--- src/rtl/inst_cache.sv ---
// inst_cache: direct-mapped read-only instruction cache; misses refill one 32-bit line via four byte reads.
// Latency: hit done the cycle after the address is stable; miss done one cycle after the 4th byte response.
// Backpressure: request address/valid hold until mem_req_ready; rdy=0 freezes everything. Option: ICACHE_PERF_COUNTER_EN.
module inst_cache #(
    parameter int ADDR_WIDTH  = 17,
    parameter int INST_WIDTH  = 32,
    parameter int INDEX_WIDTH = 6
) (
    input  logic                  clk,
    input  logic                  rst,
    input  logic                  rdy,
    input  logic                  flush,
    input  logic [ADDR_WIDTH-1:0] inst_cache_read_addr,
    output logic                  inst_cache_read_done,
    output logic [INST_WIDTH-1:0] inst_cache_read_data,
    output logic                  mem_req_valid,
    input  logic                  mem_req_ready,
    output logic [ADDR_WIDTH-1:0] mem_req_addr,
    input  logic                  mem_resp_valid,
    input  logic [7:0]            mem_resp_data
`ifdef ICACHE_PERF_COUNTER_EN
    ,
    output logic [31:0]           perf_hit_count,
    output logic [31:0]           perf_miss_count
`endif
);

    localparam int TAG_WIDTH = ADDR_WIDTH - 2 - INDEX_WIDTH;
    localparam int LINES     = 1 << INDEX_WIDTH;

    typedef enum logic {
        IDLE   = 1'b0,
        REFILL = 1'b1
    } state_t;

    state_t state_q, state_d;

    logic [LINES-1:0]      valid_q;
    logic [TAG_WIDTH-1:0]  tag_mem  [LINES];
    logic [INST_WIDTH-1:0] data_mem [LINES];

    logic [ADDR_WIDTH-1:0] addr_q;
    logic [INST_WIDTH-1:0] data_q;
    logic                  done_q;
    logic [2:0]            req_cnt_q;
    logic [2:0]            resp_cnt_q;
    logic                  flush_seen_q;
    logic [23:0]           line_buf_q;

    logic [INDEX_WIDTH-1:0] cur_idx, fill_idx;
    logic [TAG_WIDTH-1:0]   cur_tag, fill_tag;
    logic                   addr_match, cur_hit;

    logic lookup_hit, lookup_miss, flush_idle, flush_refill;
    logic req_fire, resp_fire, fill_done, install;

    logic unused_addr_bits;
    assign unused_addr_bits = ^inst_cache_read_addr[1:0];

    assign cur_idx  = inst_cache_read_addr[INDEX_WIDTH+1:2];
    assign cur_tag  = inst_cache_read_addr[ADDR_WIDTH-1:INDEX_WIDTH+2];
    assign fill_idx = addr_q[INDEX_WIDTH+1:2];
    assign fill_tag = addr_q[ADDR_WIDTH-1:INDEX_WIDTH+2];

    assign addr_match = (addr_q[ADDR_WIDTH-1:2] == inst_cache_read_addr[ADDR_WIDTH-1:2]);
    assign cur_hit    = valid_q[cur_idx] && (tag_mem[cur_idx] == cur_tag);

    // done is qualified by the live address so a changed fetch address never sees a stale word
    assign inst_cache_read_done = done_q && addr_match;
    assign inst_cache_read_data = data_q;
    assign mem_req_addr         = {addr_q[ADDR_WIDTH-1:2], req_cnt_q[1:0]};

    always_ff @(posedge clk or negedge rst) begin
        if (!rst) begin
            state_q <= IDLE;
        end else begin
            state_q <= state_d;
        end
    end

    always_comb begin
        state_d       = state_q;
        mem_req_valid = 1'b0;
        lookup_hit    = 1'b0;
        lookup_miss   = 1'b0;
        flush_idle    = 1'b0;
        flush_refill  = 1'b0;
        req_fire      = 1'b0;
        resp_fire     = 1'b0;
        fill_done     = 1'b0;
        install       = 1'b0;
        unique case (state_q)
            IDLE: begin
                if (rdy) begin
                    if (flush) begin
                        flush_idle = 1'b1;
                    end else if (!(done_q && addr_match)) begin
                        if (cur_hit) begin
                            lookup_hit = 1'b1;
                        end else begin
                            lookup_miss = 1'b1;
                            state_d     = REFILL;
                        end
                    end
                end
            end
            REFILL: begin
                mem_req_valid = !req_cnt_q[2];
                if (rdy) begin
                    flush_refill = flush;
                    req_fire     = mem_req_valid && mem_req_ready;
                    resp_fire    = mem_resp_valid;
                    if (mem_resp_valid && resp_cnt_q == 3'd3) begin
                        fill_done = 1'b1;
                        // a flush landing with the last byte also keeps the line out
                        install   = !flush_seen_q && !flush;
                        state_d   = IDLE;
                    end
                end
            end
        endcase
    end

    always_ff @(posedge clk or negedge rst) begin
        if (!rst) begin
            valid_q      <= '0;
            addr_q       <= '0;
            data_q       <= '0;
            done_q       <= 1'b0;
            req_cnt_q    <= 3'd0;
            resp_cnt_q   <= 3'd0;
            flush_seen_q <= 1'b0;
            line_buf_q   <= 24'd0;
        end else begin
            if (flush_idle || flush_refill) begin
                valid_q <= '0;
            end else if (install) begin
                valid_q[fill_idx] <= 1'b1;
            end
            if (flush_idle) begin
                done_q <= 1'b0;
            end
            if (lookup_hit) begin
                data_q <= data_mem[cur_idx];
                addr_q <= inst_cache_read_addr;
                done_q <= 1'b1;
            end
            if (lookup_miss) begin
                addr_q     <= inst_cache_read_addr;
                done_q     <= 1'b0;
                req_cnt_q  <= 3'd0;
                resp_cnt_q <= 3'd0;
            end
            if (req_fire) begin
                req_cnt_q <= req_cnt_q + 3'd1;
            end
            if (flush_refill) begin
                flush_seen_q <= 1'b1;
            end
            if (resp_fire) begin
                resp_cnt_q <= resp_cnt_q + 3'd1;
                case (resp_cnt_q[1:0])
                    2'd0:    line_buf_q[7:0]   <= mem_resp_data;
                    2'd1:    line_buf_q[15:8]  <= mem_resp_data;
                    2'd2:    line_buf_q[23:16] <= mem_resp_data;
                    default: ;
                endcase
            end
            if (fill_done) begin
                data_q       <= {mem_resp_data, line_buf_q};
                done_q       <= 1'b1;
                flush_seen_q <= 1'b0;
            end
        end
    end

    always_ff @(posedge clk) begin
        if (install) begin
            tag_mem[fill_idx]  <= fill_tag;
            data_mem[fill_idx] <= {mem_resp_data, line_buf_q};
        end
    end

`ifdef ICACHE_PERF_COUNTER_EN
    always_ff @(posedge clk or negedge rst) begin
        if (!rst) begin
            perf_hit_count  <= 32'd0;
            perf_miss_count <= 32'd0;
        end else begin
            if (lookup_hit) begin
                perf_hit_count <= perf_hit_count + 32'd1;
            end
            if (lookup_miss) begin
                perf_miss_count <= perf_miss_count + 32'd1;
            end
        end
    end
`endif

endmodule
--- config.mk ---
export PLATFORM = sky130hd
export DESIGN_NAME = inst_cache
export DESIGN_NICKNAME = d
export VERILOG_FILES = /design/src/rtl/inst_cache.sv
export SDC_FILE = /design/constraint.sdc
export NUM_CORES = 2
export LEC_CHECK = 0
export BUFFER_PORTS_ARGS = -buffer_cell sky130_fd_sc_hd__buf_2
export CORE_MARGIN = 3
export CORE_UTILIZATION = 50
export CTS_CLUSTER_DIAMETER = 200
export CTS_CLUSTER_SIZE = 16
export DETAILED_ROUTE_END_ITERATION = 8
export GPL_TIMING_DRIVEN = 0
export MAX_ROUTING_LAYER = met4
export PLACE_DENSITY = 0.75
export SYNTH_ARGS = -nofsm -noshare
export SYNTH_HDL_FRONTEND = slang
export SYNTH_SLANG_ARGS = --single-unit
--- constraint.sdc ---
create_clock -name clk -period 4.7 [get_ports clk]
set_input_delay 1.41 -clock clk [delete_from_list [all_inputs] [get_ports clk]]
set_output_delay 1.41 -clock clk [all_outputs]
set_load 0.005 [all_outputs]
## After elaboration in Yosys (flattened, before gate mapping)

Memory sizes are Yosys's and may differ from the RTL's.
Cells that the tools add are included.

| word-level totals | value |
|---|---|
| RAM bits | 2624 |
| memories kept | 2 |
| logic and storage cells | 96 |
| input port bits | 31 |
| register bits | 146 |

Memories:

| memory | depth | width | read ports | clocked after memory_dff | write ports | line | text |
|---|---|---|---|---|---|---|---|
| data_mem | 64 | 32 | 1 | 0 | 1 | 40 | `logic [INST_WIDTH-1:0] data_mem [LINES];` |
| tag_mem | 64 | 9 | 1 | 0 | 1 | 39 | `logic [TAG_WIDTH-1:0] tag_mem [LINES];` |

| cells by class | value |
|---|---|
| reductions and logical operators | 21 |
| mux-type cells | 50 |
| bitwise gates (word level) | 2 |
| eq/ne operators | 5 |
| add/sub/neg operators | 2 |
| magnitude comparators | 3 |

Operators with widths:

| kind | count |
|---|---|
| 64-bit 2-to-1 mux | 2 |
| 32-bit 2-to-1 mux | 2 |
| 64-bit OR | 1 |
| 1-bit 2-to-1 mux | 38 |
| 17-bit 2-to-1 mux | 2 |
| 15-bit == test | 1 |
| 6-bit by 7-bit < comparator with 1-bit output (second input constant) | 2 |
| 2-bit nonzero test | 6 |
| 9-bit == test | 1 |
| 3-bit 2-to-1 mux | 3 |
| 3-bit by 1-bit adder with 3-bit output (second input constant) | 2 |
| 1-bit binary-select mux with 6-bit select | 1 |
| 1-bit demux with 6-bit select | 1 |
| 6-bit by 1-bit greater-or-equal comparator with 1-bit output (second input constant) | 1 |
| 1-bit logical AND | 6 |
| 2-bit AND reduction | 3 |
| 4-bit nonzero test | 1 |
| 3-bit by 2-bit == test with 1-bit output (second input constant) | 1 |
| 1-bit zero test | 3 |
| 2-bit by 1-bit == test with 1-bit output (second input constant) | 1 |
| 2-bit == test (second input constant) | 1 |
| 2-bit zero test | 1 |
| 1-bit case mux with 2 select lines | 1 |
| 1-bit logical OR | 1 |
| 1-bit inverter | 1 |

## Logic depth before layout (Yosys ltp)

| depth | value |
|---|---|
| word-level depth | 11 |
| gate-level depth with buffers | 18 |
| depth with buffers taken out | 9 |

## Worst setup path before layout

OpenSTA, ideal clock, no wires.

| path | value |
|---|---|
| path type | input-to-reg |
| start point | input inst_cache_read_addr[2] |
| end point | register data_q[0], in the netlist inst_cache_read_data[0] |
| arrival | 4.718 ns |
| stages | 14 |
| setup slack | -0.153 ns |
| library setup time | 0.135 ns |
| buffers on the path | 9 |
| required time | 4.565 ns |
| cells stage by stage | buf_6 > buf_12 > buf_6 > buf_6 > buf_6 > buf_6 > buf_4 > clkbuf_1 > buf_2 > mux4_2 > mux4_2 > mux4_2 > nor4_1 > a211oi_2 |

| between the ends | value |
|---|---|
| cells in the longest elaborated chain, start to end | 9 |

Ends and longest elaborated chain:

| element | line | text |
|---|---|---|
| start, declared | 13 | `input logic [ADDR_WIDTH-1:0] inst_cache_read_addr,` |
| memory read 64 x 9 bit / 1-bit binary-select mux with 6-bit select (equally long branches) | n/a |  |
| 9-bit == test / 1-bit 2-to-1 mux (equally long branches) | 66 | `assign cur_hit = valid_q[cur_idx] && (tag_mem[cur_idx] == cur_tag);` |
| 1-bit logical AND | 66 |  |
| 1-bit 2-to-1 mux | 98 | `if (cur_hit) begin` |
| 1-bit 2-to-1 mux | 97 | `end else if (!(done_q && addr_match)) begin` |
| 1-bit 2-to-1 mux | 95 | `if (flush) begin` |
| 1-bit 2-to-1 mux | 94 | `if (rdy) begin` |
| 1-bit 2-to-1 mux | 92 | `unique case (state_q)` |
| 2-bit nonzero test (no source line) | n/a |  |
| end signal, assigned | 144 | `data_q <= data_mem[cur_idx];` |
| end signal, assigned | 170 | `data_q <= {mem_resp_data, line_buf_q};` |
| end, declared | 43 | `logic [INST_WIDTH-1:0] data_q;` |

Several ways; a longest one is shown, not always the timed one. The select of a mux whose other input is x is not followed.
A chain may end at the register's enable or synchronous reset.

## Worst setup path after layout

| path | value |
|---|---|
| start point | input inst_cache_read_addr[3] |
| end point | register data_q[4], in the netlist inst_cache_read_data[4] |

The elaborated chain is that of the path after synthesis.

==> run summary <==
Seq cells post-synth: 2768
Yosys warning total: 0
final core utilization: 57.43%
asr flop ratio synth: 5.202%
Syn Area/Cell: 23.17 µm²
root buffer cell: clkbuf_16
post-synthesis net count: 4639
cell family with most CP delay: buffers and inverters
setup TNS: -0.001610 ns
synthesized cell area: 0.1066 mm²
EDFF count, synth: 2624
antenna violations before repair: 28
final setup violating endpoints: 1
drt via density: 6.842
leak pwr: 0.03820 µW
startpoint types: input pin
cell with the most instances on the worst path: mux4_2
final-report max-slew violation count: 0
Routed Antenna Nets: 0
clock-pin transition on the worst setup and hold timing paths: 0.08 ns
Die H: 467.8 µm
stages on the worst setup path: 13
Setup crit end kind: flop
crit path launch: inst_cache_read_addr[3]
largest area contributor in the netlist: edfxtp_1
failing checks: setup timing
CP bufs+invs: 8
Cells after Synth: 4602
top cells by area, synth: edfxtp_1, mux4_2, dfrtp_1
I/O Pins: 82
Place WS: -3.003 ns
Syn-to-layout area delta: 13.57%
gr usage total: 29.38%
H-Tree Depth: 4
R2R Path Start: state_q
CP required: 5.43 ns
WP data arrival: 5.43 ns
Placement Rows: 168
number of max-cap violations: 0
Max Root-Sink Buffers: 3
core area: 0.2108 mm²
Slowest cell on crit path: mux4_2
worst setup path end: inst_cache_read_data[4]
share of the synthesized area in the top cell type: 73.91%
Hold Slack: 0.4899 ns
CTS tree: yes
Sink Count: 2768
post-synthesis sequential area ratio: 77.29%
Netlist cell types: 63
first drt pass iteration count: 7
Tcrit/Tclk final: 100.0%
largest net degree at the start of global routing: 80
Final #Nets: 5091
Final Hold Viols: 0
clk_lat worst skew: 0.88 ns
vias in the first global route: 54170
DP HPWL: 197700 µm
total gr overflow: 0
R2R cell count: 8
share of post-route cells with drive strength above 1: 31.99%
port bufs: 78
CP Class: in2reg
post-DR wirelength/cell: 38.93 µm
PD cells: 439.7 mW/mm²
Hold Crit Class: reg2reg
slowest cell delay on critical path: 0.55 ns
R2R Path End: data_mem[39][21]
Worst Skew: 0.05101 ns
DRC: 0
Slew headroom: 3.619%
R2R Setup Slk: 0.16 ns
Top FF cell, synth: edfxtp_1
Inst Count DP: 7643
Die W: 467.8 µm
Starting Density: 50.57%
critical-path cell list: buf_2 > buf_12 > buf_8 > buf_12 > buf_2 > buf_6 > clkbuf_4 > clkbuf_4 > mux4_2 > mux4_2 > mux4_2 > nor4_1 > a211oi_2
Max VDD drop: 0.5256 mV
worst-path fanout max: 10
placer congestion estimate: 0.9908
Peak Freq: 212.7 MHz
initial detailed-routing violation count: 9189
status: finished with violations
setup ws final: -0.001610 ns
Final min period: 4.702 ns
vias: 54650
CTS Buf Count: 190
Die Area: 0.2188 mm²
Routed WL: 310900 µm
Layout Cells excl Fill: 7987
Worst Tran Pin Value: 1.446 ns
first-pass GRT wire length: 429800 µm
WHS Path Cells: 1
==> cells in the final DEF (no fill, tap or decap), types with 65 or more instances in the layout <==
master and instances:
nor2_1 77, mux4_2 766, buf_12 141, edfxtp_1 2624, clkbuf_16 195, mux2i_1 135
buf_2 102, o21a_1 65, dfrtp_1 111, clkbuf_1 132
==> sequential cells by signal (all words and copies together), names as in the netlist <==
register	flops
addr_q	15
tag_mem	576
resp_cnt_q	3
valid_q	64
req_cnt_q	3
inst_cache_read_data	32
line_buf_q	24
done_q	1
flush_seen_q	1
data_mem	2048
state_q	1
==> metrics by stage <==
stage,instance area (µm²),total power [µW]
floorplan,106900,34180
CTS,120700,52980
detailed placement,114700,37840
finish,121100,53230
global route,121100,54410
global placement,110800,37000
==> worst min-delay path by stage <==
stage	startpoint	end
6_report	valid_q[30]	valid_q[30]
3_5_place_dp	valid_q[30]	valid_q[30]
4_1_cts	valid_q[30]	valid_q[30]
3_3_place_gp	valid_q[10]	valid_q[10]
5_1_grt	valid_q[18]	valid_q[18]
2_1_floorplan	valid_q[10]	valid_q[10]
==> timing repair <==
item | 4_1_cts | 5_1_grt
endpoints found under the hold margin | 0 | 0
hold buffers | 0 | 0
pin swaps | 5 | 11
buffers inserted | 4 | 24
resized for setup | 238 | 62
setup endpoints to repair | 56 | 124
gates cloned | 0 | 0
==> kinds of logic after synthesis <==
| group | Yosys count | synth area share [%] |
|---|---|---|
| buffers and inverters | 264 | 1.182 |
| muxes | 949 | 17.95 |
| AOI/OAI and AO/OA | 227 | 1.688 |
| DFF | 2768 | 77.29 |
| and+or+nand+nor | 367 | 1.648 |
| adders and majority gates | 6 | 0.07041 |
| xor gates and xnor gates | 21 | 0.1725 |
==> worst reg2reg max path: cells and delay by family (launching register included) <==
family | cells | cell delay (ns)
flops | 1 | 0.57
buf+inv | 3 | 0.81
simple gates | 5 | 2.79
==> cell type report <==
class                   instances  area (µm²)
diodes                         27       67.56
plain buffers                 252        2079
clock buffers                 282        5185
clock inverters                11       151.4
fillers                     14260       89760
inverters                       8       35.03
multi-input cells            1570       23620
flip-flops and latches       2768       82440
well taps                    2805        3510
repair buffers                264        3985
==> power by group <==
group          total (µW)  switching [µW]  internal, µW
sequential          31900            1820         30100
combinational        5760            3780          1970
clock               15600            7990          7600
==> metal layers <==
metal	up-vias	wire length (µm)	global-route usage [%]
li1	20430	-	-
met1	28370	101700	36.63
met2	4822	144000	43.17
met3	1030	45540	9.544
met4	0	19660	15.61
met5	-	0	-
==> synth_stat cells (30+ instances only) <==
cell type     n
nand2_1      60
clkbuf_1    134
nand3_1      44
mux2i_1     140
edfxtp_1   2624
o21a_1       65
dfrtp_1     144
a22oi_1      63
mux4_2      766
buf_2        87
a211oi_2     30
mux2_2       43
nor2_1      142
nor4_1       34
(Power assumes the default switching activity.)
